## src/rtl/pe_id_scan_gen_if.sv

```systemverilog
// ----------------------------------------------------------------------------
// pe_id_scan_gen_if
// Record stream from the PE-array ID generator to the multicast-controller ID
// loader. The master (the generator) drives one PE record per beat. The slave
// (the loader) accepts a beat with id_ready. A beat transfers on
// id_valid && id_ready.
//
// Signals
//   id_valid     master -> slave  record valid
//   id_ready     slave  -> master record accepted
//   id_row       master -> slave  PE row coordinate
//   id_col       master -> slave  PE column coordinate
//   *_xid        master -> slave  X-IDs; all-ones means disabled
//   *_yid        master -> slave  Y-IDs; all-ones means disabled
// ----------------------------------------------------------------------------
interface pe_id_scan_gen_if #(
  parameter int ARRAY_H = 6,
  parameter int ARRAY_W = 8,
  parameter int XID_W   = 5,
  parameter int YID_W   = 3
);
  localparam int ROW_W = $clog2(ARRAY_H);
  localparam int COL_W = $clog2(ARRAY_W);

  logic             id_valid;
  logic             id_ready;
  logic [ROW_W-1:0] id_row;
  logic [COL_W-1:0] id_col;
  logic [XID_W-1:0] filter_xid;
  logic [XID_W-1:0] ifmap_xid;
  logic [XID_W-1:0] ipsum_xid;
  logic [XID_W-1:0] opsum_xid;
  logic [YID_W-1:0] filter_yid;
  logic [YID_W-1:0] ifmap_yid;
  logic [YID_W-1:0] ipsum_yid;
  logic [YID_W-1:0] opsum_yid;

  modport master (
    output id_valid, id_row, id_col,
    output filter_xid, ifmap_xid, ipsum_xid, opsum_xid,
    output filter_yid, ifmap_yid, ipsum_yid, opsum_yid,
    input  id_ready
  );

  modport slave (
    input  id_valid, id_row, id_col,
    input  filter_xid, ifmap_xid, ipsum_xid, opsum_xid,
    input  filter_yid, ifmap_yid, ipsum_yid, opsum_yid,
    output id_ready
  );
endinterface

```

## src/rtl/pe_id_scan_gen.sv

```systemverilog
// ----------------------------------------------------------------------------
// pe_id_scan_gen
// Counter-based PE-array ID generator. On i_start it latches one layer-mapping
// configuration. It checks that the mapping is legal and then walks every
// physical PE in row-major order. It emits one ID record per PE on the m_id
// stream. An illegal mapping ends the request with o_err and emits no records.
//
// Ports
//   clk, rst_n        clock, asynchronous active-low reset
//   i_start           one-cycle request, sampled only while idle
//   i_cfg_h, i_cfg_w  rows/columns of the array in use
//   i_kernel_h, i_r, i_t_h, i_t_w, i_e   convolution mapping parameters
//   i_linear          1 = FC/linear mapping
//   o_busy            high while a request is in progress
//   o_done            one-cycle pulse at the end of a request
//   o_err             illegal configuration; valid with o_done, held until the
//                     next start
//   m_id              record stream (master side)
// ----------------------------------------------------------------------------
module pe_id_scan_gen #(
  parameter int ARRAY_H = 6,
  parameter int ARRAY_W = 8,
  parameter int XID_W   = 5,
  parameter int YID_W   = 3
) (
  input  logic                          clk,
  input  logic                          rst_n,
  input  logic                          i_start,
  input  logic [$clog2(ARRAY_H+1)-1:0]  i_cfg_h,
  input  logic [$clog2(ARRAY_W+1)-1:0]  i_cfg_w,
  input  logic [3:0]                    i_kernel_h,
  input  logic [3:0]                    i_r,
  input  logic [3:0]                    i_t_h,
  input  logic [3:0]                    i_t_w,
  input  logic [3:0]                    i_e,
  input  logic                          i_linear,
  output logic                          o_busy,
  output logic                          o_done,
  output logic                          o_err,
  pe_id_scan_gen_if.master              m_id
);

  localparam int CH_W  = $clog2(ARRAY_H+1);
  localparam int CW_W  = $clog2(ARRAY_W+1);
  localparam int ROW_W = $clog2(ARRAY_H);
  localparam int COL_W = $clog2(ARRAY_W);

  localparam logic [ROW_W-1:0] LAST_ROW = ROW_W'(ARRAY_H-1);
  localparam logic [COL_W-1:0] LAST_COL = COL_W'(ARRAY_W-1);

  typedef enum logic [1:0] {S_IDLE, S_CHECK, S_SCAN, S_DONE} state_t;

  typedef struct packed {
    logic [XID_W-1:0] f_x;
    logic [XID_W-1:0] i_x;
    logic [XID_W-1:0] p_x;
    logic [XID_W-1:0] o_x;
    logic [YID_W-1:0] f_y;
    logic [YID_W-1:0] i_y;
    logic [YID_W-1:0] p_y;
    logic [YID_W-1:0] o_y;
  } rec_t;

  // All IDs disabled: this is the record for an unused PE and the reset value.
  localparam rec_t REC_OFF = '1;

  state_t           r_state;
  logic             r_busy;
  logic             r_done;
  logic             r_err;
  logic             r_valid;
  rec_t             r_rec;

  // Latched configuration
  logic [CH_W-1:0]  r_cfg_h;
  logic [CW_W-1:0]  r_cfg_w;
  logic [3:0]       r_kh;
  logic [3:0]       r_r;
  logic [3:0]       r_th;
  logic [3:0]       r_tw;
  logic [3:0]       r_e;
  logic             r_lin;

  // Scan position of the record currently presented, with running mod/div
  // counters: kr = row mod kernel_h, sv = row div kernel_h,
  // oc = col mod e, sh = col div e.
  logic [ROW_W-1:0] r_row;
  logic [COL_W-1:0] r_col;
  logic [3:0]       r_kr;
  logic [3:0]       r_sv;
  logic [3:0]       r_oc;
  logic [4:0]       r_sh;

  // Position of the next record to load (origin while in CHECK)
  logic [ROW_W-1:0] w_nrow;
  logic [COL_W-1:0] w_ncol;
  logic [3:0]       w_nkr;
  logic [3:0]       w_nsv;
  logic [3:0]       w_noc;
  logic [4:0]       w_nsh;

  logic [7:0]       w_conv_h;
  logic [7:0]       w_conv_w;
  logic [7:0]       w_row8;
  logic [7:0]       w_col8;
  logic [XID_W-1:0] w_fold;
  logic [XID_W-1:0] w_ifx;
  logic             w_in_cfg;
  logic             w_bad;
  logic             w_last;
  logic             w_xfer;
  rec_t             w_rec;

  // Footprint of the conv mapping, computed in 8 bits.
  assign w_conv_h = 8'(r_r) * 8'(r_th) * 8'(r_kh);
  assign w_conv_w = 8'(r_tw) * 8'(r_e);

  assign w_last = (r_row == LAST_ROW) && (r_col == LAST_COL);
  assign w_xfer = r_valid && m_id.id_ready;

  // Legality of the latched configuration
  always_comb begin
    w_bad = (r_cfg_h == '0) || (r_cfg_h > CH_W'(ARRAY_H)) ||
            (r_cfg_w == '0) || (r_cfg_w > CW_W'(ARRAY_W));
    if (!r_lin) begin
      if ((r_kh == 4'd0) || (r_r == 4'd0) || (r_th == 4'd0) ||
          (r_tw == 4'd0) || (r_e == 4'd0))
        w_bad = 1'b1;
      if (w_conv_h > 8'(r_cfg_h))
        w_bad = 1'b1;
      if (w_conv_w > 8'(r_cfg_w))
        w_bad = 1'b1;
    end
  end

  // Next scan position. The mod/div counters step with the position, so no
  // divider is needed. Outside SCAN this is the origin. CHECK uses it to load
  // the first record.
  always_comb begin
    w_nrow = '0;
    w_ncol = '0;
    w_nkr  = '0;
    w_nsv  = '0;
    w_noc  = '0;
    w_nsh  = '0;
    if (r_state == S_SCAN) begin
      if (r_col == LAST_COL) begin
        w_nrow = r_row + 1'b1;
        if (r_kr == r_kh - 4'd1) begin
          w_nkr = '0;
          w_nsv = r_sv + 4'd1;
        end else begin
          w_nkr = r_kr + 4'd1;
          w_nsv = r_sv;
        end
      end else begin
        w_nrow = r_row;
        w_ncol = r_col + 1'b1;
        w_nkr  = r_kr;
        w_nsv  = r_sv;
        if (r_oc == r_e - 4'd1) begin
          w_noc = '0;
          w_nsh = r_sh + 5'd1;
        end else begin
          w_noc = r_oc + 4'd1;
          w_nsh = r_sh;
        end
      end
    end
  end

  // Record for the next position
  always_comb begin
    w_row8   = 8'(w_nrow);
    w_col8   = 8'(w_ncol);
    w_in_cfg = (w_row8 < 8'(r_cfg_h)) && (w_col8 < 8'(r_cfg_w));
    // sh*e + oc reassembles the column index inside the conv footprint.
    w_fold   = XID_W'(8'(w_nsh) * 8'(r_e) + 8'(w_noc));
    w_ifx    = XID_W'(8'(w_nkr) + 8'(w_noc));
    w_rec    = REC_OFF;
    if (r_lin) begin
      if (w_in_cfg) begin
        w_rec.f_x = XID_W'(w_ncol);
        w_rec.f_y = YID_W'(w_nrow);
        w_rec.i_x = '0;
        w_rec.i_y = '0;
        w_rec.p_x = XID_W'(w_ncol);
        w_rec.p_y = YID_W'(w_nrow);
        w_rec.o_x = XID_W'(w_ncol);
        w_rec.o_y = YID_W'(w_nrow);
      end
    end else if (w_in_cfg && (w_row8 < w_conv_h) && (w_col8 < w_conv_w)) begin
      w_rec.f_x = XID_W'(w_nsh);
      w_rec.f_y = YID_W'(w_nrow);
      w_rec.i_x = w_ifx;
      w_rec.i_y = YID_W'(w_nsv);
      // Bottom kernel row takes the incoming psum. The top kernel row emits
      // the outgoing psum.
      w_rec.p_x = (w_nkr == r_kh - 4'd1) ? w_fold : '1;
      w_rec.p_y = YID_W'(w_nsv);
      w_rec.o_x = (w_nkr == 4'd0) ? w_fold : '1;
      w_rec.o_y = YID_W'(w_nsv);
    end
  end

  always_ff @(posedge clk or negedge rst_n) begin
    if (!rst_n) begin
      r_state <= S_IDLE;
      r_busy  <= 1'b0;
      r_done  <= 1'b0;
      r_err   <= 1'b0;
      r_valid <= 1'b0;
      r_rec   <= REC_OFF;
      r_cfg_h <= '0;
      r_cfg_w <= '0;
      r_kh    <= '0;
      r_r     <= '0;
      r_th    <= '0;
      r_tw    <= '0;
      r_e     <= '0;
      r_lin   <= 1'b0;
      r_row   <= '0;
      r_col   <= '0;
      r_kr    <= '0;
      r_sv    <= '0;
      r_oc    <= '0;
      r_sh    <= '0;
    end else begin
      case (r_state)
        S_IDLE: begin
          if (i_start) begin
            r_cfg_h <= i_cfg_h;
            r_cfg_w <= i_cfg_w;
            r_kh    <= i_kernel_h;
            r_r     <= i_r;
            r_th    <= i_t_h;
            r_tw    <= i_t_w;
            r_e     <= i_e;
            r_lin   <= i_linear;
            r_err   <= 1'b0;
            r_busy  <= 1'b1;
            r_state <= S_CHECK;
          end
        end
        S_CHECK: begin
          r_err <= w_bad;
          if (w_bad) begin
            r_done  <= 1'b1;
            r_state <= S_DONE;
          end else begin
            r_valid <= 1'b1;
            r_rec   <= w_rec;
            r_row   <= w_nrow;
            r_col   <= w_ncol;
            r_kr    <= w_nkr;
            r_sv    <= w_nsv;
            r_oc    <= w_noc;
            r_sh    <= w_nsh;
            r_state <= S_SCAN;
          end
        end
        S_SCAN: begin
          // The record only changes on a transfer, so it holds through stalls.
          if (w_xfer) begin
            if (w_last) begin
              r_valid <= 1'b0;
              r_done  <= 1'b1;
              r_state <= S_DONE;
            end else begin
              r_rec <= w_rec;
              r_row <= w_nrow;
              r_col <= w_ncol;
              r_kr  <= w_nkr;
              r_sv  <= w_nsv;
              r_oc  <= w_noc;
              r_sh  <= w_nsh;
            end
          end
        end
        S_DONE: begin
          r_done  <= 1'b0;
          r_busy  <= 1'b0;
          r_state <= S_IDLE;
        end
        default: begin
          r_state <= S_IDLE;
        end
      endcase
    end
  end

  assign o_busy = r_busy;
  assign o_done = r_done;
  assign o_err  = r_err;

  assign m_id.id_valid   = r_valid;
  assign m_id.id_row     = r_row;
  assign m_id.id_col     = r_col;
  assign m_id.filter_xid = r_rec.f_x;
  assign m_id.ifmap_xid  = r_rec.i_x;
  assign m_id.ipsum_xid  = r_rec.p_x;
  assign m_id.opsum_xid  = r_rec.o_x;
  assign m_id.filter_yid = r_rec.f_y;
  assign m_id.ifmap_yid  = r_rec.i_y;
  assign m_id.ipsum_yid  = r_rec.p_y;
  assign m_id.opsum_yid  = r_rec.o_y;

endmodule

```

## src/flat_wrapper.sv

```systemverilog
// flat-port wrapper written by rule: the top's interface ports become plain ports
module pe_id_scan_gen_flat 
#(
  parameter int ARRAY_H = 6,
  parameter int ARRAY_W = 8,
  parameter int XID_W   = 5,
  parameter int YID_W   = 3
)
  (clk, rst_n, i_start, i_cfg_h, i_cfg_w, i_kernel_h, i_r, i_t_h, i_t_w, i_e, i_linear, o_busy, o_done, o_err, m_id_id_valid, m_id_id_row, m_id_id_col, m_id_filter_xid, m_id_ifmap_xid, m_id_ipsum_xid, m_id_opsum_xid, m_id_filter_yid, m_id_ifmap_yid, m_id_ipsum_yid, m_id_opsum_yid, m_id_id_ready);
  pe_id_scan_gen_if #(.ARRAY_H(ARRAY_H), .ARRAY_W(ARRAY_W), .XID_W(XID_W), .YID_W(YID_W)) m_id_i ();
  input  logic clk;
  input  logic rst_n;
  input  logic i_start;
  input  logic [$clog2(ARRAY_H+1)-1:0] i_cfg_h;
  input  logic [$clog2(ARRAY_W+1)-1:0] i_cfg_w;
  input  logic [3:0] i_kernel_h;
  input  logic [3:0] i_r;
  input  logic [3:0] i_t_h;
  input  logic [3:0] i_t_w;
  input  logic [3:0] i_e;
  input  logic i_linear;
  output logic o_busy;
  output logic o_done;
  output logic o_err;
  output wire logic [$bits(m_id_i.id_valid)-1:0] m_id_id_valid;
  output wire logic [$bits(m_id_i.id_row)-1:0] m_id_id_row;
  output wire logic [$bits(m_id_i.id_col)-1:0] m_id_id_col;
  output wire logic [$bits(m_id_i.filter_xid)-1:0] m_id_filter_xid;
  output wire logic [$bits(m_id_i.ifmap_xid)-1:0] m_id_ifmap_xid;
  output wire logic [$bits(m_id_i.ipsum_xid)-1:0] m_id_ipsum_xid;
  output wire logic [$bits(m_id_i.opsum_xid)-1:0] m_id_opsum_xid;
  output wire logic [$bits(m_id_i.filter_yid)-1:0] m_id_filter_yid;
  output wire logic [$bits(m_id_i.ifmap_yid)-1:0] m_id_ifmap_yid;
  output wire logic [$bits(m_id_i.ipsum_yid)-1:0] m_id_ipsum_yid;
  output wire logic [$bits(m_id_i.opsum_yid)-1:0] m_id_opsum_yid;
  input wire logic [$bits(m_id_i.id_ready)-1:0] m_id_id_ready;
  assign m_id_id_valid = m_id_i.id_valid;
  assign m_id_id_row = m_id_i.id_row;
  assign m_id_id_col = m_id_i.id_col;
  assign m_id_filter_xid = m_id_i.filter_xid;
  assign m_id_ifmap_xid = m_id_i.ifmap_xid;
  assign m_id_ipsum_xid = m_id_i.ipsum_xid;
  assign m_id_opsum_xid = m_id_i.opsum_xid;
  assign m_id_filter_yid = m_id_i.filter_yid;
  assign m_id_ifmap_yid = m_id_i.ifmap_yid;
  assign m_id_ipsum_yid = m_id_i.ipsum_yid;
  assign m_id_opsum_yid = m_id_i.opsum_yid;
  assign m_id_i.id_ready = m_id_id_ready;
  pe_id_scan_gen #(.ARRAY_H(ARRAY_H), .ARRAY_W(ARRAY_W), .XID_W(XID_W), .YID_W(YID_W)) u_core (.clk(clk), .rst_n(rst_n), .i_start(i_start), .i_cfg_h(i_cfg_h), .i_cfg_w(i_cfg_w), .i_kernel_h(i_kernel_h), .i_r(i_r), .i_t_h(i_t_h), .i_t_w(i_t_w), .i_e(i_e), .i_linear(i_linear), .o_busy(o_busy), .o_done(o_done), .o_err(o_err), .m_id(m_id_i));
endmodule
```

## config.mk

```make
export PLATFORM = sky130hd
export DESIGN_NAME = pe_id_scan_gen_flat
export DESIGN_NICKNAME = d
export VERILOG_FILES = /design/src/rtl/pe_id_scan_gen_if.sv /design/src/rtl/pe_id_scan_gen.sv /design/src/flat_wrapper.sv
export SDC_FILE = /design/constraint.sdc
export NUM_CORES = 1
export LEC_CHECK = 0
export ABC_AREA = 1
export BUFFER_PORTS_ARGS = -buffer_cell sky130_fd_sc_hd__buf_2
export CAP_MARGIN = 20
export CORE_MARGIN = 2
export CORE_UTILIZATION = 55
export DETAILED_ROUTE_END_ITERATION = 10
export GPL_TIMING_DRIVEN = 0
export PLACE_DENSITY = 0.78
export SYNTH_ARGS = -nofsm -noshare
export SYNTH_HDL_FRONTEND = slang
export SYNTH_SLANG_ARGS = --single-unit
export TNS_END_PERCENT = 5
```

## constraint.sdc

```tcl
create_clock -name clk -period 8.63 [get_ports clk]
set_input_delay 2.1575 -clock clk [delete_from_list [all_inputs] [get_ports clk]]
set_output_delay 2.1575 -clock clk [all_outputs]
set_load 0.02 [all_outputs]
```

Yosys cells after proc, flatten, opt, wreduce, memory -nomap -nowiden
Index checks and enable logic that the tools add are counted.
{"block": "word_totals", "inputBits": 32, "register_bits": 89, "wordCells": 165, "latch_bits": 0, "memories": 0, "mem_bits_ro": 0, "output_inout_bits": 42, "ramBits": 0}
{"block": "op_classes", "reduce_logical": 32, "eq_ne": 14, "shifts": 0, "n_mux": 70, "n_mul": 4, "order_cmp": 8, "n_bitwise": 0, "n_addsub": 10, "div_mod_pow": 0}
{"op": "32-bit two-way mux", "n": 6}
{"op": "4-bit two-way mux", "n": 18}
{"op": "32-bit case mux with 2 select lines", "n": 1}
{"op": "5-bit two-way mux", "n": 8}
{"op": "3-bit two-way mux", "n": 10}
{"op": "4-bit zero test", "n": 7}
{"op": "4-bit case mux with 2 select lines", "n": 3}
{"op": "3-bit by 8-bit less-than comparator with 1-bit output", "n": 2}
{"op": "4-bit by 4-bit multiplier with 8-bit output", "n": 2}
{"op": "1-bit two-way mux", "n": 13}
{"op": "4-bit by 1-bit adder with 4-bit output (second input constant)", "n": 3}
{"op": "4-bit == test", "n": 3}
{"op": "3-bit case mux with 2 select lines", "n": 2}
{"op": "4-bit AND reduction", "n": 3}
{"op": "5-bit case mux with 2 select lines", "n": 1}
{"op": "8-bit by 3-bit > comparator with 1-bit output", "n": 1}
{"op": "8-bit by 4-bit > comparator with 1-bit output", "n": 1}
{"op": "8-bit by 4-bit multiplier with 8-bit output", "n": 1}
{"op": "2-bit case mux with 4 select lines", "n": 1}
{"op": "4-bit by 1-bit subtractor with 4-bit output (second input constant)", "n": 2}
{"op": "1-bit logical OR", "n": 7}
{"op": "3-bit by 1-bit adder with 3-bit output (second input constant)", "n": 2}
{"op": "3-bit == test (second input constant)", "n": 2}
{"op": "2-bit two-way mux", "n": 3}
{"op": "other kinds (21)", "n": 36}

Depth between registers and ports, before layout
Gate-level depths: netlist of the first run.
{"block": "logic_depth", "word_depth": 13, "depth_mapped": 36, "mapped_depth_nobuf": 35}

Worst setup path after synthesis of the first run
Ideal clock, no wire load.
{"block": "synth_path", "path_kind": "reg-to-reg", "startpoint": "reg u_core.r_r[0]", "endpoint": "reg u_core.r_row[0] (netlist: u_core.m_id.id_row[0])", "stages_incl_launch_ff": 26, "setup_slack_ns": 3.405, "path_buffers": 1, "t_arrival_ns": 5.102, "setup_ns": 0.123, "period_less_slack_ns": 5.225, "t_required_ns": 8.507, "cell_sequence": "dfrtp_1 > nand2_1 > fa_1 > inv_1 > fa_1 > inv_1 > fa_1 > inv_1 > nand2_1 > nand2_1 > nor2_1 > fa_1 > inv_1 > fa_1 > inv_1 > ha_1 > inv_1 > o221ai_1 > xor2_1 > nor3b_1 > nand4_1 > nand3_2 > nand3_4 > buf_2 > nand2_1 > o21ai_1"}
{"block": "synth_between", "elab_chain_len": 11, "elab_cells_between_ends": 14, "cone_classes": "mul: 2; order compare: 1; eq/ne: 1; mux: 4; reduce/logical: 6"}
{"element": "start: declaration", "line_no": "pe_id_scan_gen.sv:78", "rtl": "logic [3:0] r_r;"}
{"element": "start signal: assignment", "line_no": "pe_id_scan_gen.sv:235", "rtl": "r_r <= i_r;"}
{"element": "parallel branches: the longest is 6 deep, another holds 4-bit by 4-bit multiplier with 8-bit output"}
{"element": "1-bit two-way mux *", "line_no": "pe_id_scan_gen.sv:129", "rtl": "if (w_conv_h > 8'(r_cfg_h))"}
{"element": "1-bit two-way mux *", "line_no": "pe_id_scan_gen.sv:131", "rtl": "if (w_conv_w > 8'(r_cfg_w))"}
{"element": "1-bit two-way mux *", "line_no": "pe_id_scan_gen.sv:125", "rtl": "if (!r_lin) begin"}
{"element": "2-bit inequality test (no source line) *"}
{"element": "4-bit AND reduction (no source line) *"}
{"element": "end signal: assignment", "line_no": "pe_id_scan_gen.sv:253", "rtl": "r_row <= w_nrow;"}
{"element": "end signal: assignment", "line_no": "pe_id_scan_gen.sv:271", "rtl": "r_row <= w_nrow;"}
{"element": "end: declaration", "line_no": "pe_id_scan_gen.sv:87", "rtl": "logic [ROW_W-1:0] r_row;"}
Mark *: on every way between the ends.
A chain may end at the register's enable or synchronous reset.

Worst setup path after layout of the first run
{"block": "layout_path", "startpoint": "reg u_core.r_th[3]", "endpoint": "reg u_core.r_rec, in the netlist u_core.m_id.ifmap_xid[2]"}
{"block": "layout_between", "elab_chain_len": 10, "elab_cells_between_ends": 22, "cone_classes": "mul: 2; order compare: 2; eq/ne: 1; mux: 10; reduce/logical: 7"}
{"element": "start: declaration", "line_no": "pe_id_scan_gen.sv:79", "rtl": "logic [3:0] r_th;"}
{"element": "start signal: assignment", "line_no": "pe_id_scan_gen.sv:236", "rtl": "r_th <= i_t_h;"}
{"element": "4-bit by 4-bit multiplier with 8-bit output or 4-bit zero test (tied branches)", "line_no": "pe_id_scan_gen.sv:115, pe_id_scan_gen.sv:126"}
{"element": "8-bit by 4-bit multiplier with 8-bit output or 1-bit logical OR (tied branches)", "line_no": "pe_id_scan_gen.sv:115, pe_id_scan_gen.sv:126"}
{"element": "3-bit by 8-bit less-than comparator with 1-bit output or 1-bit logical OR (tied branches)", "line_no": "pe_id_scan_gen.sv:192, pe_id_scan_gen.sv:126"}
{"element": "1-bit logical AND or 1-bit logical OR (tied branches)", "line_no": "pe_id_scan_gen.sv:192, pe_id_scan_gen.sv:127"}
{"element": "1-bit logical AND or 1-bit two-way mux (tied branches)", "line_no": "pe_id_scan_gen.sv:192, pe_id_scan_gen.sv:126"}
{"element": "32-bit two-way mux or 1-bit two-way mux (tied branches)", "line_no": "pe_id_scan_gen.sv:192, pe_id_scan_gen.sv:129"}
{"element": "32-bit two-way mux or 1-bit two-way mux (tied branches)", "line_no": "pe_id_scan_gen.sv:181, pe_id_scan_gen.sv:131"}
{"element": "32-bit two-way mux or 1-bit two-way mux (tied branches)", "line_no": "pe_id_scan_gen.sv:265, pe_id_scan_gen.sv:125"}
{"element": "32-bit two-way mux or 2-bit inequality test (tied branches)"}
{"element": "32-bit case mux with 2 select lines or 4-bit AND reduction (tied branches)"}
{"element": "end signal: assignment", "line_no": "pe_id_scan_gen.sv:252", "rtl": "r_rec <= w_rec;"}
{"element": "end signal: assignment", "line_no": "pe_id_scan_gen.sv:270", "rtl": "r_rec <= w_rec;"}
{"element": "end: declaration", "line_no": "pe_id_scan_gen.sv:72", "rtl": "rec_t r_rec;"}
Several ways; a longest one is shown, not always the timed one. The select of a mux whose other input is x is not followed.

==> metrics, run 1 <==
vias in the first global route=6517; Setup crit end kind=register; HPWL Detailed=between 10000 and 15000 microns; fin crit period=5.86 ns; XOR/XNOR share of the synthesized area=under 10%; HP Class=reg2reg; simple-gate share of the synthesized area=between 30% and 40%; Compound-Gate Fraction of Synth Area=roughly 8.3%; Reg power frac=roughly 20%; DR vias=roughly 6800; yosys synthesis warning count=0; Sw Pwr=between 0.0015 and 0.002 W; synth top area cells=dfrtp_1 19%, nand2_1 19%, ha_1 13%; max-slew violation count=0; pin slew with the least headroom to its limit=0.634 ns; mux share of post-synthesis cell area=0%; post-layout util=around 63%; CP max stage delay=approximately 0.6 ns; Worst Skew=0.0111 ns; top-level I/O count=74; CTS-repair resized insts=0; largest family of logic cells by synthesized area=simple AND/OR/NAND/NOR gates; Sw Share=between 50% and 60%; layout cells sized above 1=between 10 and 15%; LEAKAGE=slightly below 5 nW; Syn Area/Cell=7.06 sq um; first-pass GRT wire length=~30000 microns; die height=~120 microns; Finished Cell Area=slightly above 0.008 sq mm; largest net degree at the start of global routing=between 50 and 60; Post-Synthesis Cell Area=~0.0074 sq mm; commonest non-fill, non-tap cells in the layout=370 x nand2_1, 162 x inv_1, 86 x buf_2; mean routed wirelength per cell=between 10 and 15 microns; synth unique cells=46; Most common cell on crit path=nand2_1; Slowest cell on crit path=fa_1; TritonCTS clock tree=yes; area share of fa/ha/maj cells after synthesis=about a fifth; Fin Setup TNS=0 ns; Tcrit/Tclk final=67.9%; clock network power share=11.5%; Placer Congestion=between 0.9 and 1; area growth from synthesis to layout=12.8%; Initial Utilization=between 50 and 60%; most common cell after layout, fill and taps aside=nand2_1; placed cell area=between 0.007 and 0.008 sq mm; Worst Path Max Fanout=7; post-synth top area share=a little under a fifth; RSZ-0062 raised after global routing=no; port bufs=between 70 and 80; Post-Synthesis Cells=~1000; vias per cell=between 5 and 6; initial antenna violation count=0; crit path kind=reg2reg; Crit path required time=8.92 ns; Comb power frac=around two thirds; die area=between 0.01 and 0.015 sq mm; # setup viols final=0; clock sink count=85; status=finished clean; DRC viols=0; CORE AREA=about 0.013 sq mm; Clock Latency Late Sink=~0.36 ns; FP Rows=42; 1st-iter DRT viols=491; cell area power density=~440 mW/mm^2; Tot GR Track Use=26.4%; Worst-path clk slew=roughly 0.07 ns; post-route ant nets=0; normalized max-slew margin=57.7%; n_diodes=0; Synth area leader=dfrtp_1; crit start category=register; #FFs+latches synth=85; DRT Wirelength=approximately 18000 microns; die span in x=roughly 120 microns; sequential area share after synthesis=slightly below 30%; Tot Pwr=~0.0037 W; Int Power=approximately 0.0017 W; Max Root-Sink Buffers=2; Final Hold Fails=0; fin nets=approximately 1300; Worst EP arrival=6.15 ns; GRT Residual Overflow=0; CTS Hold Bufs=0; TritonCTS buffer count=9; Max Clock Freq=171 MHz; Clock Tree Root=clkbuf_16; VDD IR-drop max=about 0.18 mV; H-tree depth=3; Post-Syn Nets=1174; Max-cap violations=0; Setup Buffers After CTS=0; drt first pass iters=5
==> power groups by stage <==
| stage | combinational (W) | clock (W) | sequential [W] |
|---|---|---|---|
| finish | 0.00251 | 0.000423 | 0.000738 |
| global route | 0.00286 | 0.000440 | 0.000760 |
| CTS | 0.00250 | 0.000425 | 0.000735 |
| detailed placement | 0.00248 | 0 | 0.000740 |
| global placement | 0.00240 | 0 | 0.000738 |
| floorplan | 0.00177 | 0 | 0.000818 |
==> per-layer routing <==
metal	GRT usage, %	up-vias	routed length (microns)
li1	-	3445	-
met1	36.5	3132	8360
met2	43.6	166	8180
met3	3.85	25	817
met4	6.84	0	302
met5	0	-	0
==> area by class of cell <==
| class | count | area (sq um) |
|---|---|---|
| Buffer | 30 | 168 |
| Clock buffer | 14 | 308 |
| Clock inverter | 2 | 17.5 |
| Fill cell | 1205 | 4880 |
| Inverter | 170 | 641 |
| Multi-Input combinational cell | 760 | 4400 |
| Sequential cell | 85 | 2160 |
| Tap cell | 176 | 220 |
| Timing Repair Buffer | 74 | 395 |
==> critical path: cells and delay by family (launching register included) <==
| kind | cells | cell delay [ns] |
|---|---|---|
| buffers and inverters | 4 | 0.22 |
| AOI/OAI and AO/OA | 3 | 0.58 |
| and+or+nand+nor | 13 | 1.49 |
| adders and majority gates | 6 | 3.06 |
| DFF | 1 | 0.44 |
==> per-stage QoR <==
stage	instances	hold WS [ns]	worst slack, ns
global placement	1294	0.455	2.92
floorplan	1045	0.475	3.41
detailed placement	1295	0.455	2.77
finish	1311	0.463	2.77
CTS	1311	0.466	2.76
global route	1311	0.480	2.41
==> flip-flops by register name, summed over array words and instances, names as in the netlist, 5 cells and up <==
signal and flops:
u_core.m_id.filter_xid 5, u_core.m_id.ifmap_xid 5, u_core.m_id.ipsum_xid 5, u_core.m_id.opsum_xid 5, u_core.r_sh 5
==> logic make-up after synthesis <==
family | after synthesis
buffers and inverters | 200
flip-flops | 85
XOR/XNOR | 19
adder cells (fa/ha/maj) | 97
AND/OR/NAND/NOR | 529
AO/OA/AOI/OAI | 115
==> path summary, 6_finish.rpt <==
path	from	to	slack, ns	cells past startpoint
setup / recovery	u_core.r_th[3]$_DFFE_PN0P_	u_core.m_id.ifmap_xid[2]$_DFFE_PN1P_	2.77	26
min in group asynchronous	rst_n	u_core.r_lin$_DFFE_PN0P_	1.74	1
hold / removal	u_core.m_id.filter_yid[1]$_DFFE_PN1P_	u_core.m_id.filter_yid[1]$_DFFE_PN1P_	0.46	2
max in group asynchronous	rst_n	u_core.m_id.ifmap_yid[0]$_DFFE_PN1P_	6.27	2
hold reg to reg	u_core.m_id.filter_yid[1]$_DFFE_PN1P_	u_core.m_id.filter_yid[1]$_DFFE_PN1P_	0.46	2
setup reg to reg	u_core.r_th[3]$_DFFE_PN0P_	u_core.m_id.ifmap_xid[2]$_DFFE_PN1P_	2.77	26
==> cell usage after synthesis (all sizes together) <==
| master | instances |
|---|---|
| nor3b | 3 |
| nand2 | 376 |
| dfrtp | 56 |
| inv | 169 |
| nand4 | 17 |
| nand3 | 54 |
| xor2 | 11 |
| nor3 | 3 |
| dfstp | 29 |
| o21ai | 84 |
| nand3b | 1 |
| or2 | 6 |
| nor2 | 68 |
| ha | 74 |
| a21o | 2 |
| o21a | 1 |
| and3 | 1 |
| clkinv | 1 |
| o211ai | 2 |
| fa | 23 |
| xnor2 | 8 |
| o221ai | 1 |
| a21boi | 1 |
| clkbuf | 8 |
| a211oi | 3 |
| a31oi | 4 |
| buf | 22 |
| a21oi | 17 |
Power figures use the tool's default switching activity.
==> inputs of run 2 (changes only) <==
clock period = 5.65 ns   (was 8.63 ns; I/O delays follow)
==> run 2 against run 1 <==
Fmax is 8.0% higher. Flip-flop and latch count did not move. Clock skew is essentially flat. Register-to-register slack worse by 2.5 ns. Hold slack worse by 0.0013 ns. Highest routed layer unchanged. Largest cell class unchanged.
==> metrics, run 2 (synthesized netlist as in run 1, its figures left out) <==
mean routed wirelength per cell=13.8 microns (+2.4%); Placer Congestion=0.936 (unchanged); met3 GRT Util=3.90% (+0.048 points); Slowest cell on crit path=fa_2; Max-cap violations=0 (unchanged); # setup viols final=0 (unchanged); status=finished clean; met1 usage in global routing=36.9% (+0.40 points); CP max stage delay=0.62 ns (+0.02 ns); critical path's top delay family=adder cells; global routing's busiest layer=met2; DRT Wirelength=18300 microns (+3.4%); post-route ant nets=0 (unchanged); Tcrit/Tclk final=96.1% (+28 points); most common cell after layout, fill and taps aside=nand2_1; TritonCTS clock tree=yes; vias per cell=5.22 (+1.1%); top-level I/O count=74 (unchanged); commonest non-fill, non-tap cells in the layout=363 x nand2_1, 156 x inv_1, 80 x buf_2; fin nets=1272 (+1.0%); placed cell count=1295 (unchanged); n_diodes=0 (unchanged); max-slew violation count=0 (unchanged); FP Rows=42 (unchanged); DR vias=6910 (+2.1%); die span in x=120 microns (unchanged); normalized max-slew margin=57.7% (-0.065 points); Most common cell on crit path=inv_1; Crit path required time=5.94 ns (-2.98 ns); area growth from synthesis to layout=16.7%; 1st-iter DRT viols=545 (+11%); Max Root-Sink Buffers=2 (unchanged); Worst Skew=0.0112 ns (+0.0000626 ns); layout cells sized above 1=18.3% (+3.3 points); met2 usage=44.3% (+0.71 points); RSZ-0062 raised after global routing=yes; placed cell area=0.00799 sq mm (unchanged); clock sink count=85 (unchanged); initial antenna violation count=0 (unchanged); crit start category=register; HP Class=reg2reg; Worst Path Max Fanout=10 (+3); H-tree depth=3 (unchanged); first-pass GRT wire length=30900 microns (+1.3%); Initial Utilization=55.9% (unchanged); DRC viols=0 (unchanged); drt first pass iters=5 (unchanged); crit path kind=reg2reg; die area=0.0143 sq mm (unchanged); post-layout util=65.2% (+2.2 points); vias in the first global route=6593 (+1.2%); Tot GR Track Use=26.7% (+0.36 points); Worst-path clk slew=0.06 ns (about the same); HPWL Detailed=13800 microns (unchanged); CORE AREA=0.0132 sq mm (unchanged); Clock Tree Root=clkbuf_16; largest net degree at the start of global routing=56 (unchanged); Setup crit end kind=register; fin crit period=5.43 ns (-0.434 ns); TritonCTS buffer count=9 (unchanged); fillers=1165 (-3.3%); pin slew with the least headroom to its limit=0.635 ns (+0.000972 ns); Clock Latency Late Sink=0.36 ns (about the same); Finished Cell Area=0.00860 sq mm (+3.5%); Final Hold Fails=0 (unchanged); GRT Residual Overflow=0 (unchanged); Worst EP arrival=5.72 ns (-0.43 ns); Non-Filler Instances=1324 (+0.99%); Max Clock Freq=184 MHz (+8.0%); CP Buf/Inv Count=8 (+4); port bufs=73 (unchanged); die height=120 microns (unchanged)
-- run 2: cell types whose count changed in the layout (fill, tap and decap cells not counted), sizes merged --
cell    previous run  this run
buf               96       107
nand3             54        55
clkbuf            22        23
-- run 2: through the flow --
stage          hold slack [ns]  worst slack [ns]  setup TNS (ns)
2_1_floorplan            0.475             0.425               0
3_3_place_gp             0.455           -0.0575          -0.425
3_5_place_dp             0.455            -0.207           -4.93
4_1_cts                  0.466            0.0204               0
5_1_grt                  0.479           -0.0534          -0.921
6_report                 0.462             0.223               0
-- run 2: worst min-delay path: stages, from the launching register on --
cell and delay [ns]:
dfstp_2 0.36, nand2_1 0.05, nand2_1 0.04
-- run 2: timing repair --
| item | 4_1_cts | 5_1_grt |
|---|---|---|
| buffers inserted | 5 | 6 |
| gates resized for setup | 17 | 31 |
| endpoints found under the setup margin | 46 | 53 |
| cloned | 1 | 1 |
| hold buffers | 0 | 0 |
| pin swaps | 1 | 9 |
-- run 2: final cells by class --
class                      count  area, sq um  area share (%)
buffer                        30          205            2.39
clock buffer                  14          308            3.58
clock inverter                 2         17.5           0.204
inverter                     170          646            7.50
multi-input combinational    761         4540            52.8
sequential                    85         2160            25.2
tap                          176          220            2.56
timing repair buffer          86          503            5.85
-- run 2: routing by layer --
| layer | routed length (microns) | share of wire [%] | vias up |
|---|---|---|---|
| met5 | 0 | 0 | - |
| met4 | 332 | 1.8 | 0 |
| met2 | 8570 | 47 | 174 |
| li1 | - | - | 3465 |
| met1 | 8510 | 47 | 3245 |
| met3 | 869 | 4.8 | 26 |
-- run 2: worst paths after layout --
kind | start | end | slack [ns] | depth (start not counted)
worst min register to register | u_core.m_id.filter_yid[1]$_DFFE_PN1P_ | u_core.m_id.filter_yid[1]$_DFFE_PN1P_ | 0.46 | 2
worst min-delay path | u_core.m_id.filter_yid[1]$_DFFE_PN1P_ | u_core.m_id.filter_yid[1]$_DFFE_PN1P_ | 0.46 | 2
worst max-delay path | u_core.r_th[1]$_DFFE_PN0P_ | u_core.m_id.ifmap_yid[1]$_DFFE_PN1P_ | 0.22 | 26
min in group asynchronous | rst_n | u_core.r_lin$_DFFE_PN0P_ | 0.99 | 1
worst max register to register | u_core.r_th[1]$_DFFE_PN0P_ | u_core.m_id.ifmap_yid[1]$_DFFE_PN1P_ | 0.22 | 26
max in group asynchronous | rst_n | u_core.r_th[1]$_DFFE_PN0P_ | 4.02 | 2
Power of run 2 is not shown: default switching activity piles up to over one toggle a cycle in this logic, so the estimate is an artifact.
